===== src/rtl/core_pkg.sv =====
// Shared definitions for the core register file slice.
//   - Register index constants for the SP/LR/PC aliases of the Rd write port.
//   - APSR flag bit positions within the 4-bit NZCV field.
//   - Reset value of LR and the alignment masks applied to SP and PC writes.
//   - Vector-fetch sequencer state enum and the load-pulse bundle it emits.
package core_pkg;

  localparam logic [3:0] REG_SP = 4'd13;
  localparam logic [3:0] REG_LR = 4'd14;
  localparam logic [3:0] REG_PC = 4'd15;

  localparam int APSR_N = 3;
  localparam int APSR_Z = 2;
  localparam int APSR_C = 1;
  localparam int APSR_V = 0;

  localparam logic [31:0] LR_RESET = 32'hFFFF_FFFF;
  localparam logic [31:0] SP_MASK  = 32'hFFFF_FFFC;  // SP is word aligned
  localparam logic [31:0] PC_MASK  = 32'hFFFF_FFFE;  // PC is halfword aligned

  typedef enum logic [1:0] {
    FETCH_SP = 2'd0,
    FETCH_PC = 2'd1,
    RUN      = 2'd2
  } vec_state_e;

  // One-cycle load pulses from the vector loader into the register file.
  typedef struct packed {
    logic        sp;
    logic        pc;
    logic [31:0] data;
  } vec_load_t;

endpackage


===== src/rtl/core_vector_loader.sv =====
// Reset-time vector fetch sequencer.
// Reads the initial SP from RESET_VTOR and the initial PC from RESET_VTOR+4
// over a req/ack handshake, then parks in RUN and raises core_ready.
// Ports:
//   clk, rst               clock, async active-high reset
//   vec_req, vec_addr      read request / address, stable until ack
//   vec_ack, vec_rdata     read completion, honoured only while vec_req=1
//   core_ready             high once both vectors are loaded
//   vec_load               one-cycle SP/PC load pulses plus the vector word
module core_vector_loader
  import core_pkg::*;
#(
  parameter logic [31:0] RESET_VTOR = 32'h0000_0000
) (
  input  logic        clk,
  input  logic        rst,
  input  logic        vec_ack,
  input  logic [31:0] vec_rdata,
  output logic        vec_req,
  output logic [31:0] vec_addr,
  output logic        core_ready,
  output vec_load_t   vec_load
);

  vec_state_e state, state_next;

  always_ff @(posedge clk or posedge rst) begin
    if (rst) state <= FETCH_SP;
    else     state <= state_next;
  end

  // vec_req is gated by rst so it is low during reset and drops the moment
  // reset is asserted, even with a request outstanding.
  always_comb begin
    state_next    = state;
    vec_req       = 1'b0;
    vec_addr      = RESET_VTOR;
    core_ready    = 1'b0;
    vec_load.sp   = 1'b0;
    vec_load.pc   = 1'b0;
    vec_load.data = vec_rdata;
    case (state)
      FETCH_SP: begin
        vec_req = ~rst;
        if (vec_ack && !rst) begin
          vec_load.sp = 1'b1;
          state_next  = FETCH_PC;
        end
      end
      FETCH_PC: begin
        vec_req  = ~rst;
        vec_addr = RESET_VTOR + 32'd4;
        if (vec_ack && !rst) begin
          vec_load.pc = 1'b1;
          state_next  = RUN;
        end
      end
      RUN:     core_ready = 1'b1;
      default: state_next = FETCH_SP;
    endcase
  end

endmodule


===== src/rtl/core_register_file.sv =====
// Architectural register state: R0-R12, SP (MSP), LR, PC, APSR, IPSR, PRIMASK.
// Initial SP/PC come from the vector loader; afterwards the control unit's
// ld_* strobes and pc_inc update state on the next rising edge.
// Ports:
//   clk, rst                      clock, async active-high reset
//   vec_req/vec_addr/vec_ack/vec_rdata  vector-table read handshake
//   core_ready                    vector fetch done, strobes honoured
//   ld_sp/ld_lr/ld_pc/ld_rd/ld_apsr/ld_ipsr/ld_primask, pc_inc  update strobes
//   wr_addr, wdata                Rd destination and write data
//   apsr_in, ipsr_in, primask_in  next special-register values
//   ra_addr/ra_data, rb_addr/rb_data  combinational read ports (15 -> PC+4)
//   sp, lr, pc, apsr, ipsr, primask  direct state outputs
//   tbit_err                      reset PC vector had bit0 clear
module core_register_file
  import core_pkg::*;
#(
  parameter logic [31:0] RESET_VTOR = 32'h0000_0000
) (
  input  logic        clk,
  input  logic        rst,
  output logic        vec_req,
  output logic [31:0] vec_addr,
  input  logic        vec_ack,
  input  logic [31:0] vec_rdata,
  output logic        core_ready,
  input  logic        ld_sp,
  input  logic        ld_lr,
  input  logic        ld_pc,
  input  logic        ld_rd,
  input  logic        ld_apsr,
  input  logic        ld_ipsr,
  input  logic        ld_primask,
  input  logic        pc_inc,
  input  logic [3:0]  wr_addr,
  input  logic [31:0] wdata,
  input  logic [3:0]  apsr_in,
  input  logic [5:0]  ipsr_in,
  input  logic        primask_in,
  input  logic [3:0]  ra_addr,
  input  logic [3:0]  rb_addr,
  output logic [31:0] ra_data,
  output logic [31:0] rb_data,
  output logic [31:0] sp,
  output logic [31:0] lr,
  output logic [31:0] pc,
  output logic [3:0]  apsr,
  output logic [5:0]  ipsr,
  output logic        primask,
  output logic        tbit_err
);

  vec_load_t vec_load;

  core_vector_loader #(.RESET_VTOR(RESET_VTOR)) u_loader (
    .clk        (clk),
    .rst        (rst),
    .vec_ack    (vec_ack),
    .vec_rdata  (vec_rdata),
    .vec_req    (vec_req),
    .vec_addr   (vec_addr),
    .core_ready (core_ready),
    .vec_load   (vec_load)
  );

  logic [31:0] gpr [13];
  logic        run;
  logic        rd_sp, rd_lr, rd_pc;

  assign run   = core_ready;
  assign rd_sp = run && ld_rd && (wr_addr == REG_SP);
  assign rd_lr = run && ld_rd && (wr_addr == REG_LR);
  assign rd_pc = run && ld_rd && (wr_addr == REG_PC);

  always_ff @(posedge clk or posedge rst) begin
    if (rst) begin
      for (int i = 0; i < 13; i++) gpr[i] <= '0;
    end else if (run && ld_rd) begin
      for (int i = 0; i < 13; i++)
        if (wr_addr == i[3:0]) gpr[i] <= wdata;
    end
  end

  // Dedicated and aliased writes carry the same wdata and mask, so merging
  // them is equivalent to the dedicated strobe winning.
  always_ff @(posedge clk or posedge rst) begin
    if (rst)                         sp <= '0;
    else if (vec_load.sp)            sp <= vec_load.data & SP_MASK;
    else if (run && (ld_sp || rd_sp)) sp <= wdata & SP_MASK;
  end

  always_ff @(posedge clk or posedge rst) begin
    if (rst)                         lr <= LR_RESET;
    else if (run && (ld_lr || rd_lr)) lr <= wdata;
  end

  // Any PC load beats pc_inc.
  always_ff @(posedge clk or posedge rst) begin
    if (rst)                         pc <= '0;
    else if (vec_load.pc)            pc <= vec_load.data & PC_MASK;
    else if (run && (ld_pc || rd_pc)) pc <= wdata & PC_MASK;
    else if (run && pc_inc)          pc <= pc + 32'd2;
  end

  always_ff @(posedge clk or posedge rst) begin
    if (rst) begin
      apsr     <= '0;
      ipsr     <= '0;
      primask  <= 1'b0;
      tbit_err <= 1'b0;
    end else begin
      if (run && ld_apsr)    apsr    <= apsr_in;
      if (run && ld_ipsr)    ipsr    <= ipsr_in;
      if (run && ld_primask) primask <= primask_in;
      if (vec_load.pc)       tbit_err <= ~vec_load.data[0];
    end
  end

  // Flat 16-entry read view; entry 15 is the Thumb pipeline PC (PC+4).
  logic [31:0] rview [16];
  always_comb begin
    for (int i = 0; i < 13; i++) rview[i] = gpr[i];
    rview[13] = sp;
    rview[14] = lr;
    rview[15] = pc + 32'd4;
  end

  assign ra_data = rview[ra_addr];
  assign rb_data = rview[rb_addr];

endmodule

===== config.mk =====
export PLATFORM = sky130hd
export DESIGN_NAME = core_register_file
export DESIGN_NICKNAME = d
export VERILOG_FILES = /design/src/rtl/core_pkg.sv /design/src/rtl/core_vector_loader.sv /design/src/rtl/core_register_file.sv
export SDC_FILE = /design/constraint.sdc
export NUM_CORES = 1
export LEC_CHECK = 0
export CAP_MARGIN = 5
export CORE_UTILIZATION = 58
export CTS_BUF_LIST = sky130_fd_sc_hd__clkbuf_8 sky130_fd_sc_hd__clkbuf_16
export CTS_CLUSTER_SIZE = 28
export DETAILED_ROUTE_END_ITERATION = 6
export PLACE_DENSITY = 0.86
export SLEW_MARGIN = 40
export SYNTH_ARGS = -nofsm -noshare
export SYNTH_HDL_FRONTEND = slang
export SYNTH_HIERARCHICAL = 1
export SYNTH_SLANG_ARGS = --single-unit

===== constraint.sdc =====
create_clock -name clk -period 20.7 [get_ports clk]
set_input_delay 2.07 -clock clk [delete_from_list [all_inputs] [get_ports clk]]
set_output_delay 2.07 -clock clk [all_outputs]
set_load 0.005 [all_outputs]

After elaboration in Yosys (flattened, before gate mapping)
Cells that the tools add are included.
W data, S select, Z words.
Operators by class
  $add $sub $neg: 2
  order comparisons: 2
  eq/ne operators: 19
  mux-type cells: 20
  bitwise gates (word level): 5
  reduce and logical (&&, ||, !) cells: 35
Operator list (number)
  $mux W32: 9
  $bmux W32 S4: 2
  $add A32 B2 Y32 const B: 1
  $add A32 B3 Y32 const B: 1
  $eq A4 B4 Y1 const B: 8
  $reduce_and A2 Y1: 13
  $eq A4 B3 Y1 const B: 4
  $logic_and A1 B1 Y1: 12
  $ge A5 B5 Y1 const B: 2
  $not A4 Y5: 2
  $eq A4 B2 Y1 const B: 2
  $pmux W2 S3: 1
  $mux W1: 5
  $eq A4 B1 Y1 const B: 1
  $logic_not A4 Y1: 1
  $mux W2: 2
  $ne A2 B1 Y1 const B: 2
  $logic_or A1 B1 Y1: 3
  $mux W3: 1
  $not A1 Y1: 3
  $reduce_and A3 Y1: 1
  $reduce_bool A3 Y1: 1
  $eq A2 B1 Y1 const B: 1
  $eq A2 B2 Y1 const B: 1
  4 further kinds: 4
Word-level totals
  register bits after elaboration: 526
  input bits: 98
  output and inout bits: 206
  word-level logic and storage cells: 104

Longest topological paths before layout
Gate-level depths: netlist (run 1).
  depth in word-level cells: 8
  mapped depth: 10
  mapped depth without buffers: 7

Cells and area by module
The synthesis (run 1) kept the hierarchy.
By module, submodules not included
  core_register_file: times used 1, cells an instance 2272, area an instance 29708.5 sq um, sequential area each 13077.5 sq um
  core_vector_loader: times used 1, cells an instance 78, area an instance 595.6 sq um, sequential area each 50.0 sq um

Worst setup path before layout (run 1)
OpenSTA, ideal clock, no wires.
  kind: in2out
  start: input rb_addr[0]
  end: output rb_data[14]
  data arrival time: 3.983 ns
  required time: 18.630 ns
  setup slack: 14.647 ns
  stages on the path: 8
  path buffers: 4
  cell sequence: buf_2 -> buf_4 -> buf_2 -> buf_2 -> mux2i_1 -> nor2_1 -> mux4_2 -> or2_2
On the way
  longest elaborated chain between the ends: 4
Ends and longest elaborated chain
  from (decl): RTL line core_register_file.sv:40  | input logic [3:0] rb_addr,
  $not A4 Y5 (not written as such): RTL line core_register_file.sv:128  | assign rb_data = rview[rb_addr];
  $bmux W32 S4: RTL line core_register_file.sv:128
  $mux W32 (not written as such) (2 in series): RTL line core_register_file.sv:128
  to (decl): RTL line core_register_file.sv:42  | output logic [31:0] rb_data,
Every way passes these cells. The select of a mux whose other input is x is not followed.

Worst setup path after layout (run 1)
  start: input rb_addr[0]
  end: output rb_data[28]
Same word-level chain as after synthesis.

==> results.md, run 1 <==
- Port Buffers: 269
- Unique cell type count in the Yosys netlist: 72
- Largest family of logic cells by synthesized area: multiplexers
- Hold Vio Cnt, Final: 0
- Slew Viols, Final: 0
- Syn Inst Count: around 2400
- Initial Utilization: ~59%
- Final worst setup slack: around 13 ns
- Routing usage on met2: 54.8%
- First-pass GRT wire length: between 100 and 150 mm
- Mux contribution to synthesized area: 37.8%
- WL final: about 96 mm
- Post-route cell area: between 30000 and 40000 sq um
- Seq/Total Area, Yosys: 43.3%
- MaxCap Viol Count: 0
- Worst Hold Class: register to register
- Final nets: ~2600
- Clk buf depth: 3
- Worst vdd rail ir drop: approximately 93 uV
- Failing checks: DRC
- Hpwl dp: about 60 mm
- Setup bufs post-CTS: 0
- Rows: 83
- Status: complete, but fails checks
- Post-synth top area cell: dfrtp_1
- Worst Hold Launch: tbit_err
- Syn_area_per_cell: approximately 13 sq um
- Max frequency: ~130 MHz
- Met3 Usage GRT: 9.78%
- Worst slew pin tran: around 0.9 ns
- Synth Flop Type: dfrtp_1
- Synthesized flop and latch total: between 500 and 600
- Post-synthesis xor/xnor area fraction: less than 1%
- DP Area: roughly 33000 sq um
- Largest net degree at the start of global routing: between 100 and 150
- Pre-CTS setup slack: 12.81 ns
- Final setup TNS: 0 ns
- CTS tree: yes
- Register-to-register setup slack: about 17 ns
- Routed vias: approximately 23000
- Busiest grt layer: met2
- Gpl congestion: between 0.9 and 1
- YS warnings: 6
- Hold Path Depth: 2
- Gr usage total: approximately 37%
- Crit path launch type: input pin
- Number of synthesized flops with an enable pin: 0
- Adder-cell share of the synthesized area: less than 1%
- Clock sink total: about 520
- Vias in the first global route: around 23000
- Clock Root Buffer: clkbuf_16
- CTS H-tree depth: 2
- GR Util met1: around half
- Req. time, crit path: roughly 19 ns
- Cell area after synthesis: about 30000 sq um
- Setup-failing EPs final: 0
- Antenna viol nets, final: 0
- FF-to-FF End: pc[23]
- Critical path class: input pin to output port
- Total grt overflow: 0
- Die Area: ~53000 sq um
- Top-area cell type share of the netlist area: about two fifths
- Overall power: approximately 4200 uW
- Max FO, Critical Path: 59
- Synth-to-Final Area Change: 15.8%
- Core ar.: 51500 sq um
- Tmin final: approximately 7.9 ns
- Antenna violations before repair: 1
- 1st-iter DRT viols: between 2000 and 3000
- Antenna diodes: 0
- P_leak: 0.0151 uW
- Reg-to-reg startpoint: u_loader/state[1]
- First-pass DRT Iterations: 7
- Compound-Gate Fraction of Synth Area: 7.36%
- CTS Buf Count: 56
- Period utilization: roughly two fifths
- Simple-gate share of the synthesized area: under 10%
- CP Data Arrival Time: approximately 5.9 ns
- Clock transition at the registers of the reported paths: ~0.060 ns
- Cell Pwr Density: 119 nW/um^2
- RSZ-0062 raised after global routing: false
- FFs w/ async S/R, synth: between 90% and 100%
- CP endpoint kind: output port
- Hold path endpoint: tbit_err
- Die span in x: about 230 um
- Fraction of final layout cells sized beyond drive strength 1: between 30% and 40%
- Worst skew pair latency: just over 0.6 ns
- Residual DRC: 1
- Clock Skew: 0.0110 ns
- Synth area leaders: dfrtp_1 41%, mux4_2 18%, mux2_2 17%, dfstp_2 2.8%, mux2i_1 2.7%
- Via density: between 7 and 8
- Worst rel slew slack: between 30% and 40%
- Hold Buf Count CTS: 0
- Die height: around 230 um
- I/O pin total: roughly 300
- Routed wire per std cell: about 30 um
- R2R depth: 6
- Cts repair resizes: 0
per-stage QoR:
| stage | cells | hold slack, ns | utilization (%) |
|---|---|---|---|
| 6_report | 3196 | 0.501 | 68.1 |
| 5_1_grt | 3196 | 0.534 | 68.1 |
| 3_3_place_gp | 3088 | 0.469 | 64.1 |
| 4_1_cts | 3196 | 0.508 | 68.1 |
| 3_5_place_dp | 3092 | 0.493 | 64.4 |
| 2_1_floorplan | 2382 | 0.476 | - |
metal layers:
| metal | up-vias | routed length [um] |
|---|---|---|
| li1 | 9080 | - |
| met1 | 11600 | 35100 |
| met2 | 1718 | 43500 |
| met3 | 359 | 12400 |
| met4 | 2 | 5380 |
| met5 | - | 13 |
cell usage after synthesis, types with 20 or more instances:
master,number
a21oi_1,59
buf_1,39
buf_2,45
buf_4,70
clkbuf_1,131
dfrtp_1,491
dfstp_2,32
mux2_2,470
mux2i_1,82
mux4_2,237
nand2_1,112
nand3_1,20
nor2_1,79
o21ai_0,129
o221ai_1,21
report_power, final:
part | internal [uW] | switching [uW] | leakage [uW]
clock network | 611 | 430 | 0.000997
registers | 1370 | 360 | 0.00692
logic | 814 | 576 | 0.00715
total | 2800 | 1370 | 0.0151
flip-flops by register name (all words and copies together) (netlist names):
signal and flops:
gpr 416, lr 32, pc 31, sp 30
ipsr 6, apsr 4, u_loader/state 2, primask 1
tbit_err 1
cell families after synthesis:
logic type,after synthesis
multiplexers,790
XOR/XNOR,27
flip-flops,523
adder cells (fa/ha/maj),2
other,2
AND/OR/NAND/NOR,348
AO/OA/AOI/OAI,350
buffers and inverters,308
critical path: stages:
cell	delay, ns
clkbuf_8	0.42
buf_6	0.61
buf_6	0.63
mux4_2	0.61
mux4_2	0.48
or2_2	0.36
clkdlybuf4s50_1	0.48
placed cells by master, fill, tap and decap left out, types with 15 or more instances in the layout:
master,netlist,routed
conb_1,2,34
clkbuf_16,0,57
dfstp_2,32,32
clkbuf_8,0,20
buf_4,70,36
nor2b_1,16,15
a31oi_1,18,18
a211oi_1,19,19
nand2_1,112,111
dfrtp_1,491,491
nand4_1,18,18
a21oi_1,59,58
nor2_1,79,71
clkdlybuf4s50_1,0,262
mux4_2,237,237
nand2b_1,19,15
mux2_2,470,470
mux2i_1,82,82
inv_1,19,30
nand3_1,20,20
xnor2_1,15,15
o21ai_0,129,129
or2_2,15,15
o221ai_1,21,21
layout make-up:
cell class | count | area, sq um
timing repair buffer | 316 | 3160
clock buffer | 75 | 1670
inverter | 22 | 95.1
multi-input combinational | 1551 | 15900
clock inverter | 29 | 234
fill | 3449 | 16400
sequential | 523 | 13100
tap | 680 | 851
worst max path at each step:
stage               startpoint           to
finish              rb_addr[0]  rb_data[28]
global route        rb_addr[0]  rb_data[28]
CTS                 rb_addr[0]  rb_data[28]
detailed placement  rb_addr[0]  rb_data[28]
global placement    rb_addr[0]  rb_data[28]
floorplan                  rst      apsr[0]
Power figures use the tool's default switching activity.
==> run 2, diff against run 1 <==
- clock period: 20.7 -> 7.5 ns (I/O delays scaled with it)
==> run 2 against run 1 <==
Against the previous run: the flow now finishes without violations; first-iteration DRC count increased by 1.7%; core utilization decreased by 0.051 points; via count increased by 0.36%; sequential cell count unchanged; combinational power increased to 2.8 times the previous value; highest routed layer unchanged; die area unchanged.
==> results.md, run 2 (synthesized netlist as in run 1, its figures left out) <==
- Final nets: 2572 (+0.078%)
- Req. time, crit path: 6.75 ns (-11.88 ns)
- Max reg flops: 416 (unchanged)
- Max FO, Critical Path: 8 (-86%)
- WL final: 96.2 mm (about the same)
- Critical path class: register to output port
- Most flops, register: gpr
- Die height: 231 um (unchanged)
- Worst slew pin tran: 0.844 ns (-0.0510 ns)
- Via density: 7.13 (+0.18%)
- Clock sink total: 523 (unchanged)
- Buffers and inverters on the worst path: 1 (-3)
- Met3 Usage GRT: 9.87% (+0.086 points)
- Synth-to-Final Area Change: 15.7% (about the same)
- Routed wire per std cell: 30.1 um (-0.28%)
- CP Data Arrival Time: 4.30 ns (-1.55 ns)
- Worst rel slew slack: 43.7% (+3.9 points)
- Worst skew pair latency: 0.63 ns (about the same)
- Worst vdd rail ir drop: 240 uV (+160%)
- Cts repair resizes: 0 (unchanged)
- Commonest non-fill, non-tap cell in the layout: dfrtp_1
- Antenna viol nets, final: 0 (unchanged)
- Rows: 83 (unchanged)
- Largest net degree at the start of global routing: 138 (+13%)
- Total grt overflow: 0 (unchanged)
- CP endpoint kind: output port
- CP max-delay cell: or4_4
- Routing usage on met2: 54.4% (-0.39 points)
- Clock Skew: 0.0212 ns (+0.0101 ns)
- Fillers: 3457 (+0.23%)
- Antenna violations before repair: 4 (+3)
- RSZ-0062 raised after global routing: false
- CTS H-tree depth: 2 (unchanged)
- Hpwl dp: 60.4 mm (-1.9%)
- Cell Pwr Density: 325 nW/um^2 (+170%)
- Core ar.: 51500 sq um (unchanged)
- Routed vias: 22800 (+0.36%)
- Period utilization: around two thirds
- Clock Root Buffer: clkbuf_16
- Slew Viols, Final: 0 (unchanged)
- GR Util met1: 49.7% (+0.21 points)
- First-pass DRT Iterations: 6 (-1)
- Setup bufs post-CTS: 0 (unchanged)
- Worst Hold Class: input pin to asynchronous set/reset pin
- 1st-iter DRT viols: 3036 (+1.7%)
- Die Area: 53200 sq um (unchanged)
- CTS tree: yes
- Die span in x: 231 um (unchanged)
- Top Family by Delay on Critical Path: simple AND/OR/NAND/NOR gates
- Clock transition at the registers of the reported paths: 0.06 ns (about the same)
- Clk buf depth: 3 (unchanged)
- Critical Path, Cell by Cell: ha_1 > nand3_1 > or4_4 > nor4_1 > o211ai_1 > a221oi_1 > clkdlybuf4s50_1
- I/O pin total: 304 (unchanged)
- Gpl congestion: 0.936 (-2.2%)
- Busiest grt layer: met2
- First-pass GRT wire length: 146 mm (-0.42%)
- MaxCap Viol Count: 0 (unchanged)
- Tmin final: between 5 and 6 ns
- Largest regs: gpr x416, lr x32, pc x31
- Vias in the first global route: 23000 (-0.64%)
- Setup-failing EPs final: 0 (unchanged)
- Critical Path Max Stage Delay: 0.64 ns (about the same)
- P_leak: 0.0150 uW (-0.19%)
- End-of-flow core utilization: 68.1% (about the same)
- Max frequency: about 200 MHz
- Status: complete, no violations
- Hold Vio Cnt, Final: 0 (unchanged)
- Highest-count cells in the layout ignoring fill and taps: 491 x dfrtp_1, 470 x mux2_2, 262 x clkdlybuf4s50_1
- CTS Buf Count: 56 (unchanged)
- Residual DRC: 0 (-1)
- Initial Utilization: 58.8% (unchanged)
- Hold Buf Count CTS: 0 (unchanged)
- Gr usage total: 36.6% (-0.11 points)
- Port Buffers: 269 (unchanged)
- Crit path launch type: register
- Hold_ws: 0.429 ns (-0.0722 ns)
- Fraction of final layout cells sized beyond drive strength 1: 37.5% (+0.23 points)
==> run 2: cell count changes in the layout (fill, tap and decap cells not counted), sizes merged <==
cell / previous run / this run
bufinv: 4 / 3
clkinvlp: 2 / 6
clkinv: 13 / 20
buf: 52 / 54
clkbuf: 77 / 68
diode: 0 / 3
==> run 2: final timing paths <==
path | start | to | slack (ns) | depth (start not counted)
worst min-delay path | rst | u_loader/state[1] | 0.43 | 2
max in group asynchronous | rst | lr[19] | 5.57 | 5
worst max-delay path | pc[3] | ra_data[26] | 2.45 | 7
min in group clk | tbit_err | tbit_err | 0.50 | 2
worst max register to register | u_loader/state[0] | pc[31] | 4.31 | 7
worst min register to register | tbit_err | tbit_err | 0.50 | 2
==> run 2: layer usage <==
metal | part of all wire (%) | wire length (um)
met1 | 37 | 35400
met2 | 45 | 43500
met3 | 13 | 12200
met4 | 5.4 | 5180
met5 | 0.019 | 18
==> run 2: cell type report <==
cell class	instances	area [sq um]	share of cell area, %
multi-input cells	1551	16000	45.6
flip-flops and latches	523	13100	37.4
repair buffers	318	3180	9.07
clock buffers	66	1540	4.39
well taps	680	851	2.43
clock inverters	39	294	0.839
inverters	22	86.3	0.246
diodes	3	7.51	0.0214
==> run 2: where the power goes <==
| group | internal (uW) | total (uW) | switching [uW] |
|---|---|---|---|
| combinational | 2240 | 3840 | 1590 |
| sequential | 3790 | 4780 | 997 |
| clock | 1570 | 2770 | 1200 |
==> run 2: through the flow <==
step	std cells	cell area (sq um)	power, uW	worst slack, ns	TNS, ns
6_report	3202	35100	11400	2.45	0
5_1_grt	3199	35100	11900	2.35	0
4_1_cts	3197	35000	11300	2.55	0
3_5_place_dp	3092	33200	8530	2.68	0
3_3_place_gp	3090	33100	8290	2.39	0
2_1_floorplan	2382	30400	6770	-0.302	-147.72
